`src/rtl/dma_pkg.sv`:
```
// Shared DMA definitions: AXI burst/cache encodings, the 4 KiB page size and a
// helper that turns a byte count into an AXI size exponent.
package dma_pkg;

  typedef enum logic [1:0] {
    AXI_BURST_FIXED = 2'b00,
    AXI_BURST_INCR  = 2'b01,
    AXI_BURST_WRAP  = 2'b10
  } axi_burst_e;

  typedef enum logic [3:0] {
    AXI_CACHE_DEVICE_NONBUF = 4'b0000,
    AXI_CACHE_DEVICE_BUF    = 4'b0001,
    AXI_CACHE_NORMAL_NC_BUF = 4'b0011
  } axi_cache_e;

  localparam int BOUNDARY_4K = 4096;

  // Exponent of a power-of-two byte count (8 -> 3, 16 -> 4, 32 -> 5).
  function automatic int bytes_log2(input int bytes);
    int r;
    r = 0;
    for (int i = 0; i < 16; i++) begin
      if ((1 << i) == bytes) r = i;
    end
    return r;
  endfunction

endpackage

```
`src/rtl/s2mm_burst_writer_if.sv`:
```
// AXI4 write channels plus the AXI-Stream input of the S2MM burst writer.
// master is the writer's view; slave is the memory/stream-source view.
interface s2mm_burst_writer_if #(
  parameter int DATA_WIDTH = 64,
  parameter int ADDR_WIDTH = 32
);
  logic [ADDR_WIDTH-1:0]   m_s2mm_axi_awaddr;
  logic [7:0]              m_s2mm_axi_awlen;
  logic [2:0]              m_s2mm_axi_awsize;
  logic [1:0]              m_s2mm_axi_awburst;
  logic [3:0]              m_s2mm_axi_awcache;
  logic [2:0]              m_s2mm_axi_awprot;
  logic                    m_s2mm_axi_awvalid;
  logic                    m_s2mm_axi_awready;

  logic [DATA_WIDTH-1:0]   m_s2mm_axi_wdata;
  logic [DATA_WIDTH/8-1:0] m_s2mm_axi_wstrb;
  logic                    m_s2mm_axi_wlast;
  logic                    m_s2mm_axi_wvalid;
  logic                    m_s2mm_axi_wready;

  logic [1:0]              m_s2mm_axi_bresp;
  logic                    m_s2mm_axi_bvalid;
  logic                    m_s2mm_axi_bready;

  logic [DATA_WIDTH-1:0]   s_s2mm_axis_tdata;
  logic                    s_s2mm_axis_tvalid;
  logic                    s_s2mm_axis_tlast;
  logic                    s_s2mm_axis_tready;

  modport master (
    output m_s2mm_axi_awaddr, m_s2mm_axi_awlen, m_s2mm_axi_awsize, m_s2mm_axi_awburst,
    output m_s2mm_axi_awcache, m_s2mm_axi_awprot, m_s2mm_axi_awvalid,
    input  m_s2mm_axi_awready,
    output m_s2mm_axi_wdata, m_s2mm_axi_wstrb, m_s2mm_axi_wlast, m_s2mm_axi_wvalid,
    input  m_s2mm_axi_wready,
    input  m_s2mm_axi_bresp, m_s2mm_axi_bvalid,
    output m_s2mm_axi_bready,
    input  s_s2mm_axis_tdata, s_s2mm_axis_tvalid, s_s2mm_axis_tlast,
    output s_s2mm_axis_tready
  );

  modport slave (
    input  m_s2mm_axi_awaddr, m_s2mm_axi_awlen, m_s2mm_axi_awsize, m_s2mm_axi_awburst,
    input  m_s2mm_axi_awcache, m_s2mm_axi_awprot, m_s2mm_axi_awvalid,
    output m_s2mm_axi_awready,
    input  m_s2mm_axi_wdata, m_s2mm_axi_wstrb, m_s2mm_axi_wlast, m_s2mm_axi_wvalid,
    output m_s2mm_axi_wready,
    output m_s2mm_axi_bresp, m_s2mm_axi_bvalid,
    input  m_s2mm_axi_bready,
    output s_s2mm_axis_tdata, s_s2mm_axis_tvalid, s_s2mm_axis_tlast,
    input  s_s2mm_axis_tready
  );
endinterface

```
`src/rtl/burst_len_fifo.sv`:
```
// Small FIFO carrying issued burst lengths (awlen) from the AW side to the W side.
module burst_len_fifo #(
  parameter int DEPTH = 4,
  parameter int WIDTH = 8
) (
  input  logic             clk,
  input  logic             rst_n,
  input  logic             push,
  input  logic [WIDTH-1:0] din,
  input  logic             pop,
  output logic [WIDTH-1:0] dout,
  output logic             full,
  output logic             empty
);
  localparam int PTR_W = (DEPTH > 1) ? $clog2(DEPTH) : 1;
  localparam int CNT_W = $clog2(DEPTH + 1);

  logic [WIDTH-1:0] mem [DEPTH];
  logic [PTR_W-1:0] wr_ptr_q, rd_ptr_q;
  logic [CNT_W-1:0] count_q;
  logic             push_ok, pop_ok;

  function automatic logic [PTR_W-1:0] ptr_inc(input logic [PTR_W-1:0] p);
    return (p == PTR_W'(DEPTH - 1)) ? '0 : p + PTR_W'(1);
  endfunction

  assign full    = (count_q == CNT_W'(DEPTH));
  assign empty   = (count_q == '0);
  assign push_ok = push && !full;
  assign pop_ok  = pop && !empty;
  assign dout    = mem[rd_ptr_q];

  // NOTE: state registers use non-blocking assignments so every flop samples
  // pre-edge values regardless of statement order.
  always_ff @(posedge clk or negedge rst_n) begin
    if (!rst_n) begin
      wr_ptr_q <= '0;
      rd_ptr_q <= '0;
      count_q  <= '0;
    end else begin
      if (push_ok) wr_ptr_q <= ptr_inc(wr_ptr_q);
      if (pop_ok)  rd_ptr_q <= ptr_inc(rd_ptr_q);
      case ({push_ok, pop_ok})
        2'b10:   count_q <= count_q + CNT_W'(1);
        2'b01:   count_q <= count_q - CNT_W'(1);
        default: ;
      endcase
    end
  end

  // NOTE: storage has no reset; clearing the pointers and count already makes
  // every stale entry unreachable.
  always_ff @(posedge clk) begin
    if (push_ok) mem[wr_ptr_q] <= din;
  end

endmodule

```
`src/rtl/s2mm_burst_writer.sv`:
```
// Stream-to-memory writer: splits a (address, beat count) command into AXI4 INCR
// bursts that never cross 4 KiB and streams AXIS data straight onto the W channel.
module s2mm_burst_writer
  import dma_pkg::*;
#(
  parameter int DATA_WIDTH      = 64,
  parameter int ADDR_WIDTH      = 32,
  parameter int MAX_BURST_LEN   = 16,
  parameter int MAX_OUTSTANDING = 4,
  parameter int LEN_WIDTH       = 16
) (
  input  logic                  m_axi_aclk,
  input  logic                  m_axi_aresetn,
  input  logic                  cmd_valid,
  output logic                  cmd_ready,
  input  logic [ADDR_WIDTH-1:0] cmd_addr,
  input  logic [LEN_WIDTH-1:0]  cmd_beats,
  s2mm_burst_writer_if.master   axi,
  output logic                  busy_o,
  output logic                  done_o,
  output logic                  resp_err_o,
  output logic                  tlast_err_o
);
  localparam int BYTES     = DATA_WIDTH / 8;
  localparam int SIZE_LOG2 = bytes_log2(BYTES);
  localparam int OUT_W     = $clog2(MAX_OUTSTANDING + 1);

  typedef enum logic {ST_IDLE, ST_RUN} state_e;

  state_e                state_q, state_d;
  logic                  launch, finish;
  logic                  cmd_fire, aw_fire, w_fire, b_fire;
  logic                  aw_valid_q;
  logic [ADDR_WIDTH-1:0] aw_addr_q, next_addr_q;
  logic [7:0]            aw_len_q;
  logic [LEN_WIDTH-1:0]  aw_remaining_q, w_remaining_q;
  logic [OUT_W-1:0]      outstanding_q;
  logic                  loaded_q;
  logic [7:0]            beat_cnt_q;
  logic                  done_q, resp_err_q, tlast_err_q;
  logic [12:0]           beats_to_4k;
  logic [31:0]           burst_beats;
  logic                  fifo_pop, fifo_full, fifo_empty;
  logic [7:0]            fifo_dout;

  assign cmd_ready = (state_q == ST_IDLE);
  assign busy_o    = (state_q == ST_RUN);
  assign cmd_fire  = cmd_valid && cmd_ready;
  assign aw_fire   = aw_valid_q && axi.m_s2mm_axi_awready;
  assign w_fire    = axi.s_s2mm_axis_tvalid && loaded_q && axi.m_s2mm_axi_wready;
  assign b_fire    = axi.m_s2mm_axi_bvalid;  // bready is tied high
  assign fifo_pop  = !loaded_q && !fifo_empty;

  // Next burst size: the smallest of what is left, the burst cap and the
  // beats remaining before the next 4 KiB page.
  always_comb begin
    beats_to_4k = (13'(BOUNDARY_4K) - {1'b0, next_addr_q[11:0]}) >> SIZE_LOG2;
    burst_beats = 32'(MAX_BURST_LEN);
    if (32'(aw_remaining_q) < burst_beats) burst_beats = 32'(aw_remaining_q);
    if (32'(beats_to_4k) < burst_beats)    burst_beats = 32'(beats_to_4k);
  end

  always_ff @(posedge m_axi_aclk or negedge m_axi_aresetn) begin
    if (!m_axi_aresetn) state_q <= ST_IDLE;
    else                state_q <= state_d;
  end

  // NOTE: every output of this block gets a default first, so no path leaves
  // a signal unassigned and no latch is inferred.
  always_comb begin
    state_d = state_q;
    launch  = 1'b0;
    finish  = 1'b0;
    case (state_q)
      ST_IDLE: if (cmd_valid) state_d = ST_RUN;
      ST_RUN: begin
        if (aw_remaining_q == '0 && !aw_valid_q && w_remaining_q == '0 &&
            outstanding_q == '0) begin
          finish  = 1'b1;
          state_d = ST_IDLE;
        end else if (!aw_valid_q && aw_remaining_q != '0 && !fifo_full &&
                     outstanding_q < OUT_W'(MAX_OUTSTANDING)) begin
          launch = 1'b1;
        end
      end
      default: state_d = ST_IDLE;
    endcase
  end

  // AW generation and outstanding-burst accounting.
  always_ff @(posedge m_axi_aclk or negedge m_axi_aresetn) begin
    if (!m_axi_aresetn) begin
      aw_valid_q     <= 1'b0;
      aw_addr_q      <= '0;
      aw_len_q       <= '0;
      next_addr_q    <= '0;
      aw_remaining_q <= '0;
      outstanding_q  <= '0;
    end else begin
      if (cmd_fire) begin
        next_addr_q    <= cmd_addr & ~ADDR_WIDTH'(BYTES - 1);
        aw_remaining_q <= cmd_beats;
      end else if (launch) begin
        aw_valid_q     <= 1'b1;
        aw_addr_q      <= next_addr_q;
        aw_len_q       <= 8'(burst_beats - 32'd1);
        next_addr_q    <= next_addr_q + (ADDR_WIDTH'(burst_beats) << SIZE_LOG2);
        aw_remaining_q <= aw_remaining_q - LEN_WIDTH'(burst_beats);
      end
      if (aw_fire) aw_valid_q <= 1'b0;
      case ({aw_fire, b_fire})
        2'b10:   outstanding_q <= outstanding_q + OUT_W'(1);
        2'b01:   if (outstanding_q != '0) outstanding_q <= outstanding_q - OUT_W'(1);
        default: ;
      endcase
    end
  end

  // W framing: load one burst length at a time and count its beats down.
  always_ff @(posedge m_axi_aclk or negedge m_axi_aresetn) begin
    if (!m_axi_aresetn) begin
      loaded_q      <= 1'b0;
      beat_cnt_q    <= '0;
      w_remaining_q <= '0;
      done_q        <= 1'b0;
      resp_err_q    <= 1'b0;
      tlast_err_q   <= 1'b0;
    end else begin
      done_q <= finish;
      if (fifo_pop) begin
        loaded_q   <= 1'b1;
        beat_cnt_q <= fifo_dout;
      end else if (w_fire) begin
        if (beat_cnt_q == 8'd0) loaded_q <= 1'b0;
        else                    beat_cnt_q <= beat_cnt_q - 8'd1;
      end
      if (cmd_fire) begin
        w_remaining_q <= cmd_beats;
        resp_err_q    <= 1'b0;
        tlast_err_q   <= 1'b0;
      end else begin
        if (w_fire) w_remaining_q <= w_remaining_q - LEN_WIDTH'(1);
        if (b_fire && axi.m_s2mm_axi_bresp != 2'b00) resp_err_q <= 1'b1;
        if (w_fire && (axi.s_s2mm_axis_tlast != (w_remaining_q == LEN_WIDTH'(1))))
          tlast_err_q <= 1'b1;
      end
    end
  end

  burst_len_fifo #(
    .DEPTH (MAX_OUTSTANDING),
    .WIDTH (8)
  ) u_len_fifo (
    .clk   (m_axi_aclk),
    .rst_n (m_axi_aresetn),
    .push  (aw_fire),
    .din   (aw_len_q),
    .pop   (fifo_pop),
    .dout  (fifo_dout),
    .full  (fifo_full),
    .empty (fifo_empty)
  );

  assign axi.m_s2mm_axi_awvalid = aw_valid_q;
  assign axi.m_s2mm_axi_awaddr  = aw_addr_q;
  assign axi.m_s2mm_axi_awlen   = aw_len_q;
  assign axi.m_s2mm_axi_awsize  = 3'(SIZE_LOG2);
  assign axi.m_s2mm_axi_awburst = AXI_BURST_INCR;
  assign axi.m_s2mm_axi_awcache = AXI_CACHE_NORMAL_NC_BUF;
  assign axi.m_s2mm_axi_awprot  = 3'b000;

  assign axi.m_s2mm_axi_wdata   = axi.s_s2mm_axis_tdata;
  assign axi.m_s2mm_axi_wstrb   = '1;
  assign axi.m_s2mm_axi_wlast   = loaded_q && (beat_cnt_q == 8'd0);
  assign axi.m_s2mm_axi_wvalid  = axi.s_s2mm_axis_tvalid && loaded_q;
  assign axi.s_s2mm_axis_tready = axi.m_s2mm_axi_wready && loaded_q;
  assign axi.m_s2mm_axi_bready  = 1'b1;

  assign done_o      = done_q;
  assign resp_err_o  = resp_err_q;
  assign tlast_err_o = tlast_err_q;

endmodule
```
`src/flat_wrapper.sv`:
```
// flat-port wrapper written by rule: the top's interface ports become plain ports
module s2mm_burst_writer_flat import dma_pkg::*;
#(
  parameter int DATA_WIDTH      = 64,
  parameter int ADDR_WIDTH      = 32,
  parameter int MAX_BURST_LEN   = 16,
  parameter int MAX_OUTSTANDING = 4,
  parameter int LEN_WIDTH       = 16
)
  (m_axi_aclk, m_axi_aresetn, cmd_valid, cmd_ready, cmd_addr, cmd_beats, busy_o, done_o, resp_err_o, tlast_err_o, axi_m_s2mm_axi_awaddr, axi_m_s2mm_axi_awlen, axi_m_s2mm_axi_awsize, axi_m_s2mm_axi_awburst, axi_m_s2mm_axi_awcache, axi_m_s2mm_axi_awprot, axi_m_s2mm_axi_awvalid, axi_m_s2mm_axi_awready, axi_m_s2mm_axi_wdata, axi_m_s2mm_axi_wstrb, axi_m_s2mm_axi_wlast, axi_m_s2mm_axi_wvalid, axi_m_s2mm_axi_wready, axi_m_s2mm_axi_bresp, axi_m_s2mm_axi_bvalid, axi_m_s2mm_axi_bready, axi_s_s2mm_axis_tdata, axi_s_s2mm_axis_tvalid, axi_s_s2mm_axis_tlast, axi_s_s2mm_axis_tready);
  s2mm_burst_writer_if #(.DATA_WIDTH(DATA_WIDTH), .ADDR_WIDTH(ADDR_WIDTH)) axi_i ();
  input  logic m_axi_aclk;
  input  logic m_axi_aresetn;
  input  logic cmd_valid;
  output logic cmd_ready;
  input  logic [ADDR_WIDTH-1:0] cmd_addr;
  input  logic [LEN_WIDTH-1:0] cmd_beats;
  output logic busy_o;
  output logic done_o;
  output logic resp_err_o;
  output logic tlast_err_o;
  output wire logic [$bits(axi_i.m_s2mm_axi_awaddr)-1:0] axi_m_s2mm_axi_awaddr;
  output wire logic [$bits(axi_i.m_s2mm_axi_awlen)-1:0] axi_m_s2mm_axi_awlen;
  output wire logic [$bits(axi_i.m_s2mm_axi_awsize)-1:0] axi_m_s2mm_axi_awsize;
  output wire logic [$bits(axi_i.m_s2mm_axi_awburst)-1:0] axi_m_s2mm_axi_awburst;
  output wire logic [$bits(axi_i.m_s2mm_axi_awcache)-1:0] axi_m_s2mm_axi_awcache;
  output wire logic [$bits(axi_i.m_s2mm_axi_awprot)-1:0] axi_m_s2mm_axi_awprot;
  output wire logic [$bits(axi_i.m_s2mm_axi_awvalid)-1:0] axi_m_s2mm_axi_awvalid;
  input wire logic [$bits(axi_i.m_s2mm_axi_awready)-1:0] axi_m_s2mm_axi_awready;
  output wire logic [$bits(axi_i.m_s2mm_axi_wdata)-1:0] axi_m_s2mm_axi_wdata;
  output wire logic [$bits(axi_i.m_s2mm_axi_wstrb)-1:0] axi_m_s2mm_axi_wstrb;
  output wire logic [$bits(axi_i.m_s2mm_axi_wlast)-1:0] axi_m_s2mm_axi_wlast;
  output wire logic [$bits(axi_i.m_s2mm_axi_wvalid)-1:0] axi_m_s2mm_axi_wvalid;
  input wire logic [$bits(axi_i.m_s2mm_axi_wready)-1:0] axi_m_s2mm_axi_wready;
  input wire logic [$bits(axi_i.m_s2mm_axi_bresp)-1:0] axi_m_s2mm_axi_bresp;
  input wire logic [$bits(axi_i.m_s2mm_axi_bvalid)-1:0] axi_m_s2mm_axi_bvalid;
  output wire logic [$bits(axi_i.m_s2mm_axi_bready)-1:0] axi_m_s2mm_axi_bready;
  input wire logic [$bits(axi_i.s_s2mm_axis_tdata)-1:0] axi_s_s2mm_axis_tdata;
  input wire logic [$bits(axi_i.s_s2mm_axis_tvalid)-1:0] axi_s_s2mm_axis_tvalid;
  input wire logic [$bits(axi_i.s_s2mm_axis_tlast)-1:0] axi_s_s2mm_axis_tlast;
  output wire logic [$bits(axi_i.s_s2mm_axis_tready)-1:0] axi_s_s2mm_axis_tready;
  assign axi_m_s2mm_axi_awaddr = axi_i.m_s2mm_axi_awaddr;
  assign axi_m_s2mm_axi_awlen = axi_i.m_s2mm_axi_awlen;
  assign axi_m_s2mm_axi_awsize = axi_i.m_s2mm_axi_awsize;
  assign axi_m_s2mm_axi_awburst = axi_i.m_s2mm_axi_awburst;
  assign axi_m_s2mm_axi_awcache = axi_i.m_s2mm_axi_awcache;
  assign axi_m_s2mm_axi_awprot = axi_i.m_s2mm_axi_awprot;
  assign axi_m_s2mm_axi_awvalid = axi_i.m_s2mm_axi_awvalid;
  assign axi_i.m_s2mm_axi_awready = axi_m_s2mm_axi_awready;
  assign axi_m_s2mm_axi_wdata = axi_i.m_s2mm_axi_wdata;
  assign axi_m_s2mm_axi_wstrb = axi_i.m_s2mm_axi_wstrb;
  assign axi_m_s2mm_axi_wlast = axi_i.m_s2mm_axi_wlast;
  assign axi_m_s2mm_axi_wvalid = axi_i.m_s2mm_axi_wvalid;
  assign axi_i.m_s2mm_axi_wready = axi_m_s2mm_axi_wready;
  assign axi_i.m_s2mm_axi_bresp = axi_m_s2mm_axi_bresp;
  assign axi_i.m_s2mm_axi_bvalid = axi_m_s2mm_axi_bvalid;
  assign axi_m_s2mm_axi_bready = axi_i.m_s2mm_axi_bready;
  assign axi_i.s_s2mm_axis_tdata = axi_s_s2mm_axis_tdata;
  assign axi_i.s_s2mm_axis_tvalid = axi_s_s2mm_axis_tvalid;
  assign axi_i.s_s2mm_axis_tlast = axi_s_s2mm_axis_tlast;
  assign axi_s_s2mm_axis_tready = axi_i.s_s2mm_axis_tready;
  s2mm_burst_writer #(.DATA_WIDTH(DATA_WIDTH), .ADDR_WIDTH(ADDR_WIDTH), .MAX_BURST_LEN(MAX_BURST_LEN), .MAX_OUTSTANDING(MAX_OUTSTANDING), .LEN_WIDTH(LEN_WIDTH)) u_core (.m_axi_aclk(m_axi_aclk), .m_axi_aresetn(m_axi_aresetn), .cmd_valid(cmd_valid), .cmd_ready(cmd_ready), .cmd_addr(cmd_addr), .cmd_beats(cmd_beats), .axi(axi_i), .busy_o(busy_o), .done_o(done_o), .resp_err_o(resp_err_o), .tlast_err_o(tlast_err_o));
endmodule
```
`config.mk`:
```
export PLATFORM = sky130hd
export DESIGN_NAME = s2mm_burst_writer_flat
export DESIGN_NICKNAME = d
export VERILOG_FILES = /design/src/rtl/dma_pkg.sv /design/src/rtl/s2mm_burst_writer_if.sv /design/src/rtl/burst_len_fifo.sv /design/src/rtl/s2mm_burst_writer.sv /design/src/flat_wrapper.sv
export SDC_FILE = /design/constraint.sdc
export NUM_CORES = 1
export LEC_CHECK = 0
export BUFFER_PORTS_ARGS = -buffer_cell sky130_fd_sc_hd__buf_2
export CORE_ASPECT_RATIO = 0.6
export CORE_UTILIZATION = 40
export CTS_CLUSTER_DIAMETER = 200
export DETAILED_ROUTE_END_ITERATION = 12
export GPL_ROUTABILITY_DRIVEN = 1
export SKIP_LAST_GASP = 1
export SLEW_MARGIN = 20
export SYNTH_ARGS = -nofsm -noshare
export SYNTH_HDL_FRONTEND = slang
export SYNTH_HIERARCHICAL = 1
export SYNTH_SLANG_ARGS = --single-unit
```
`constraint.sdc`:
```
create_clock -name m_axi_aclk -period 11.1 [get_ports m_axi_aclk]
set_input_delay 3.33 -clock m_axi_aclk [delete_from_list [all_inputs] [get_ports m_axi_aclk]]
set_output_delay 3.33 -clock m_axi_aclk [all_outputs]
set_load 0.05 [all_outputs]
```
==> results.md, run 1 <==
* Worst slew margin at about a third
* PnR Total Power at 3.67 mW
* Top post-synthesis cells by count: nand2_1 (159), dfrtp_1 (122), buf_4 (89), nor2_1 (60), a21oi_1 (59)
* CP cell instances: buf_2 -> and2_1 -> buf_2
* Area occupied by multi-input gates at around 0.0047 mm²
* Initial antenna violation count at 0
* DR vias at 6940
* Largest net degree at the start of global routing at 79
* Syn Inst Count at about 1000
* Max Freq at 140 MHz
* Synth area leader: dfrtp_1
* # clock sinks at 154
* Detailed placer's ending HPWL at 16.0 mm
* Avg Cell Area, Syn at 9.54 µm²
* Drt wl/cell at ~16 µm
* Post-synthesis sequential area ratio at 42.2%
* DRT antenna net count at 0
* Core Rows at 43
* Crit Path Max Fanout at 2
* Final hold violations at 0
* Yosys cell types at 71
* Longest Clk Path Bufs at 2
* Crit path DAT at 3.81 ns
* Peak supply drop at 0.125 mV
* Worst min path class: reg -> reg
* Reg area at 0.00401 mm²
* Hold Worst Slack at 0.470 ns
* Final setup viols at 0
* Final period util at 64.4%
* Setup Fix Bufs, Post-CTS at 0
* Grt ovf at 0
* Synthesized flop and latch total at 154
* Kind of capture point of the worst setup path: output pin
* Required @ worst endpoint at slightly below 8 ns
* Yosys warning total at 6
* CP peak stage delay at 0.26 ns
* Max Slew Vio Count at 0
* Max_cap viols at 0
* Core area at 0.0232 mm²
* CP Launch Type: input port
* Layout cells sized above 1 at 17.4%
* Combinational share of power at 55.9%
* CTS Buf Count at 17
* Starting Density at 41.0%
* Final Wtd Congestion at 0.830
* CP most frequent cell: buf_2
* Die area at 0.0244 mm²
* DR iter-0 viols at 466
* Clock skew at 0.0163 ns
* Vias per inst at a little over 5
* Vias in the first global route at 6780
* Int Power at between 1.5 and 2 mW
* Cts hold-fix bufs at 0
* Post_cts resized at 0
* Post-synth ARST share at 79.2%
* Netlist Area Pre-Place at 0.00951 mm²
* I/O Pins at 256
* Drt pass-1 iters at 5
* Drc violations at 0
* Part of the power in registers at ~28%
* Synth top area share at around 32%
* Power per cell area at 352 mW/mm²
* Setup TNS at 0 ns
* Worst-margin pin slew at slightly above 1 ns
* GRT Overall Usage at roughly a fifth
* Antenna cell count at 0
* Reg clk slew, reported paths at 0.06 ns
* Clock network latency to the later pin of the worst-skew pair at 0.44 ns
* RSZ-0062 raised after global routing: false
* Post-route cell area at 0.0104 mm²
* Nets at 1217
* LEAKAGE at roughly 4.6 nW
* Slowest CP cell: buf_2
* EDFF count, synth at 32
* CTS tree: yes
* Fillers at 2261
* Area growth syn-to-layout at 9.69%
* Switching share of total power at a little under half
* Die height at 121 µm
* Global-route wire length before repair at 36.4 mm
* Leading cell types by total area after synthesis: dfrtp_1 (32%), edfxtp_1 (10%), buf_4 (7.0%)
* Setup Crit Path Kind: in -> out
* PortBufs at 100
* Ys flop type: dfrtp_1
* Final core utilization at 45.0%
* Placed cell areas at slightly below 0.01 mm²
* Routed WL at 22.3 mm
* Top-count cell post-synth: nand2_1
* Psw at 1.72 mW
* Tmin final at ~7.1 ns
* Clock network fraction of design power at 16.5%
* Die X at approximately 200 µm
* Htree depth at 4
* Status: finished clean
* Root buffer cell: clkbuf_16
## per-layer routing
| metal | track usage [%] | vias to the layer above | part of all wire (%) |
|---|---|---|---|
| met4 | 5.44 | 0 | 1.0 |
| met2 | 25.8 | 173 | 39 |
| met3 | 5.61 | 16 | 6.1 |
| li1 | - | 3437 | - |
| met1 | 29.3 | 3314 | 54 |
| met5 | 0 | - | 0 |
## worst max-delay path: cells and delay by family
kind | cells | cell delay, ns
AND/OR/NAND/NOR | 1 | 0.13
buffers and inverters | 2 | 0.34
## power groups by stage
stage | clock (mW) | sequential [mW] | combinational [mW]
2_1_floorplan | 0 | 1.18 | 1.49
3_3_place_gp | 0 | 1.02 | 2.01
3_5_place_dp | 0 | 1.02 | 2.03
4_1_cts | 0.622 | 1.01 | 2.05
5_1_grt | 0.643 | 1.05 | 2.30
6_report | 0.606 | 1.01 | 2.05
## flip-flops by register name, indices dropped and copies added (netlist names), 2 cells and up
name	cells
u_core/u_len_fifo/count_q	3
u_core/aw_remaining_q	16
u_core/axi.m_s2mm_axi_awaddr	29
u_core/u_len_fifo/wr_ptr_q	2
u_core/next_addr_q	29
u_core/u_len_fifo/mem	32
u_core/w_remaining_q	16
u_core/beat_cnt_q	8
u_core/u_len_fifo/rd_ptr_q	2
u_core/axi.m_s2mm_axi_awlen	8
u_core/outstanding_q	3
## through the flow
stage	setup WS (ns)	std cells
global placement	3.97	1335
CTS	3.96	1367
detailed placement	3.96	1335
global route	3.94	1367
floorplan	4.01	1035
finish	3.96	1367
## area by class of cell
| type | count | share of cell area [%] |
|---|---|---|
| Timing Repair Buffer | 106 | 5.26 |
| Clock inverter | 14 | 1.64 |
| Tap cell | 315 | 3.78 |
| Clock buffer | 18 | 4.12 |
| Multi-Input combinational cell | 718 | 45.2 |
| Sequential cell | 154 | 38.5 |
| Inverter | 42 | 1.52 |
## cells in the final DEF (no fill, tap or decap), drive strengths merged, types with 5 or more instances in the layout
cell type  netlist  layout
mux2i            9       9
edfxtp          32      32
o211ai          14      14
a21oi           59      59
nor3            22      22
o21a             6       6
clkinv           1       6
conb             2      40
nor4            13      13
nor2            60      60
and2            11      11
mux4             8       8
or3             11      11
o31a             5       5
dfrtp          122     122
buf             96     106
inv             41      44
a22oi           11      11
mux2             5       5
nor2b           11      11
nand2          159     159
and3             9       9
xor2            19      19
or2              6       6
a21o             8       8
clkbuf          25      18
ha              52      52
o21ai           52      52
nand3           22      22
a31oi           10      10
nand2b           9       9
xnor2           37      37
## cell families after synthesis
logic type	share of synthesized area [%]
flip-flops	42.2
other	0.0790
multiplexers	3.95
XOR/XNOR	5.16
buffers and inverters	9.98
AO/OA/AOI/OAI	13.1
adder cells (fa/ha/maj)	7.69
AND/OR/NAND/NOR	17.9
## final timing paths
path,cells past startpoint,start,slack [ns],endpoint
max reg2reg,20,u_core/next_addr_q[6],4.66,u_core/next_addr_q[25]
min reg2reg,2,u_core/axi.m_s2mm_axi_awaddr[20],0.47,u_core/axi.m_s2mm_axi_awaddr[20]
min in group asynchronous,1,m_axi_aresetn,2.95,u_core/resp_err_o
min,2,u_core/axi.m_s2mm_axi_awaddr[20],0.47,u_core/axi.m_s2mm_axi_awaddr[20]
max in group asynchronous,2,m_axi_aresetn,6.83,u_core/axi.m_s2mm_axi_awaddr[7]
max,3,axi_m_s2mm_axi_wready,3.96,axi_s_s2mm_axis_tready
Note: power is estimated with default switching activity, not from simulation.
==> run 2: changes to the inputs <==
--- a/config.mk
+++ b/config.mk
@@ -11,6 +11,7 @@
 export CTS_CLUSTER_DIAMETER = 200
 export DETAILED_ROUTE_END_ITERATION = 12
 export GPL_ROUTABILITY_DRIVEN = 1
+export PLACE_DENSITY = 0.66
 export SKIP_LAST_GASP = 1
 export SLEW_MARGIN = 20
 export SYNTH_ARGS = -nofsm -noshare
==> constraint.sdc (replaced) <==
create_clock -name m_axi_aclk -period 6.45 [get_ports m_axi_aclk]
set_input_delay 1.935 -clock m_axi_aclk [delete_from_list [all_inputs] [get_ports m_axi_aclk]]
set_output_delay 1.935 -clock m_axi_aclk [all_outputs]
set_load 0.05 [all_outputs]
==> run 2 against run 1 <==
Compared with the run above:
- flip-flop and latch count is the same
- clock-buffer cell count grew 1
- critical path type is now reg -> reg
- hold slack is essentially flat
- setup slack lost 3.3 ns
- register-to-register slack lost 4.0 ns
- clock skew shrank 0.0050 ns
- core utilization grew 0.35 points
- sequential power grew 73%
- global-route usage grew 0.27 points
==> results.md, run 2 (same netlist as run 1, synthesis figures left out) <==
* Status: finished clean
* Reg clk slew, reported paths at 0.07 ns
* CTS tree: yes
* Drt pass-1 iters at 5
* R2R setup slack at 0.63 ns
* Required @ worst endpoint at 6.82 ns
* Die area at ~0.024 mm²
* Worst-margin pin slew at just over 0.8 ns
* RSZ-0062 raised after global routing: false
* Htree depth at 4
* Vias per inst at 5.23
* Longest Clk Path Bufs at 2
* Max Freq at 172 MHz
* Crit Path Max Fanout at 11
* Core Rows at 43
* Drt wl/cell at 16.9 µm
* Clock network latency to the later pin of the worst-skew pair at 0.43 ns
* Tmin final at 5.82 ns
* Worst min path class: reg -> reg
* Power per cell area at between 600 and 700 mW/mm²
* Most frequent cells in the layout: nand2_1 (159), dfrtp_1 (122), buf_2 (99)
* Setup TNS at 0 ns
* LEAKAGE at 4.68 nW
* Cts hold-fix bufs at 0
* Most common cell after layout, fill and taps aside: nand2_1
* Grt ovf at 0
* CTS Buf Count at 17
* Hold Path Stages at 2
* Area growth syn-to-layout at 10.5%
* Worst R2R Path Depth at 22
* DRT antenna net count at 0
* Largest Register: u_core/u_len_fifo/mem
* Kind of capture point of the worst setup path: flop
* DR iter-0 viols at 524
* Die X at 201 µm
* Routed WL at between 20 and 25 mm
* Max_cap viols at 0
* I/O Pins at 256
* Final setup viols at 0
* PortBufs at 100
* DR vias at 7170
* Initial antenna violation count at 1
* PnR Total Power at roughly 6.5 mW
* Clock skew at approximately 0.011 ns
* Core area at 0.0232 mm²
* Final period util at between 90% and 100%
* Nets at 1221
* Peak supply drop at approximately 0.26 mV
* GRT Overall Usage at slightly below 20%
* Root buffer cell: clkbuf_16
* Max Slew Vio Count at 0
* RR Endpoint: u_core/next_addr_q[31]
* CP Launch Type: flop
* Final hold violations at 0
* Max reg flops at 32
* Worst slew margin at 45.4%
* Vias in the first global route at ~6800
* Drc violations at 0
* Detailed placer's ending HPWL at 16.9 mm
* Crit path DAT at 6.19 ns
* Layout cells sized above 1 at between 10% and 20%
* Starting Density at just over 40%
* Hold endpoint: u_core/axi.m_s2mm_axi_awaddr[21]
* Largest net degree at the start of global routing at about 80
* Global-route wire length before repair at 37.0 mm
* Setup crit start: u_core/next_addr_q[6]
* # clock sinks at 154
* Final Wtd Congestion at 0.820
* Hold_sp: u_core/axi.m_s2mm_axi_awaddr[21]
* Worst reg2reg path startpoint: u_core/next_addr_q[6]
* Die height at 121 µm
* Setup Crit Path Kind: reg -> reg
## run 2: cell count changes in the layout (fill, tap and decap cells not counted), sizes merged
cell,delta
bufinv,+2
clkinvlp,+1
clkinv,-4
buf,+4
diode,+1
clkbuf,+1
## run 2: layout make-up
class / instances / area [µm²]
antenna: 1 / 2.50
inverter: 42 / 159
timing repair buffer: 110 / 578
fill: 2222 / 12700
sequential: 154 / 4010
tap: 315 / 394
multi-input combinational: 718 / 4710
clock inverter: 13 / 215
clock buffer: 19 / 433
## run 2: where the power goes
group | switching [mW] | total, mW | internal, mW
logic | 2.21 | 3.60 | 1.39
registers | 0.358 | 1.75 | 1.39
clock network | 0.423 | 1.11 | 0.691
## run 2: worst max-delay path by stage
stage | slack [ns] | end | cells after the start
final | 0.63 | u_core/next_addr_q[31] | 22
after global routing | 0.16 | u_core/next_addr_q[31] | 22
after CTS | 0.50 | u_core/next_addr_q[31] | 22
after detailed placement | 0.54 | u_core/next_addr_q[25] | 22
after global placement | 0.65 | u_core/next_addr_q[31] | 22
after floorplan | 1.45 | u_core/next_addr_q[25] | 21
## run 2: repair_timing
| action | in CTS | in global routing |
|---|---|---|
| endpoints found under the setup margin | 0 | 2 |
| setup buffers | 0 | 0 |
| gates resized for setup | 0 | 1 |
## run 2: metrics by stage
step                      cells  hold WS [ns]  cell area [µm²]  util [%]  setup WS [ns]
final                      1372         0.470            10500      45.3          0.628
after global routing       1371         0.493            10500      45.3          0.162
after CTS                  1371         0.475            10500      45.3          0.501
after detailed placement   1339         0.460             9850      42.5          0.541
after global placement     1339         0.453             9850      42.5          0.647
after floorplan            1035         0.459             9650         -           1.45
## run 2: layer usage
metal,GRT usage [%],vias up,routed length [µm]
met5,0,-,0
met4,4.63,0,234
met3,6.47,22,1830
met2,26.2,254,9060
met1,29.5,3439,12000
li1,-,3455,-
## run 2: critical path, cell delays in order, from the launching register on
cell,delay [ns]
dfrtp_1,0.45
or3_1,0.40
or2_2,0.30
nor3_1,0.18
nor4b_1,0.49
ha_1,0.24
a21oi_1,0.06
a21boi_0,0.14
a31oi_1,0.21
o21a_2,0.38
mux2i_4,0.43
ha_1,0.23
inv_1,0.05
fa_1,0.38
nor2b_1,0.23
o31a_1,0.24
o221ai_1,0.17
a31oi_1,0.27
o41ai_2,0.11
buf_4,0.17
nor3b_1,0.30
mux2i_1,0.23
a21o_1,0.11
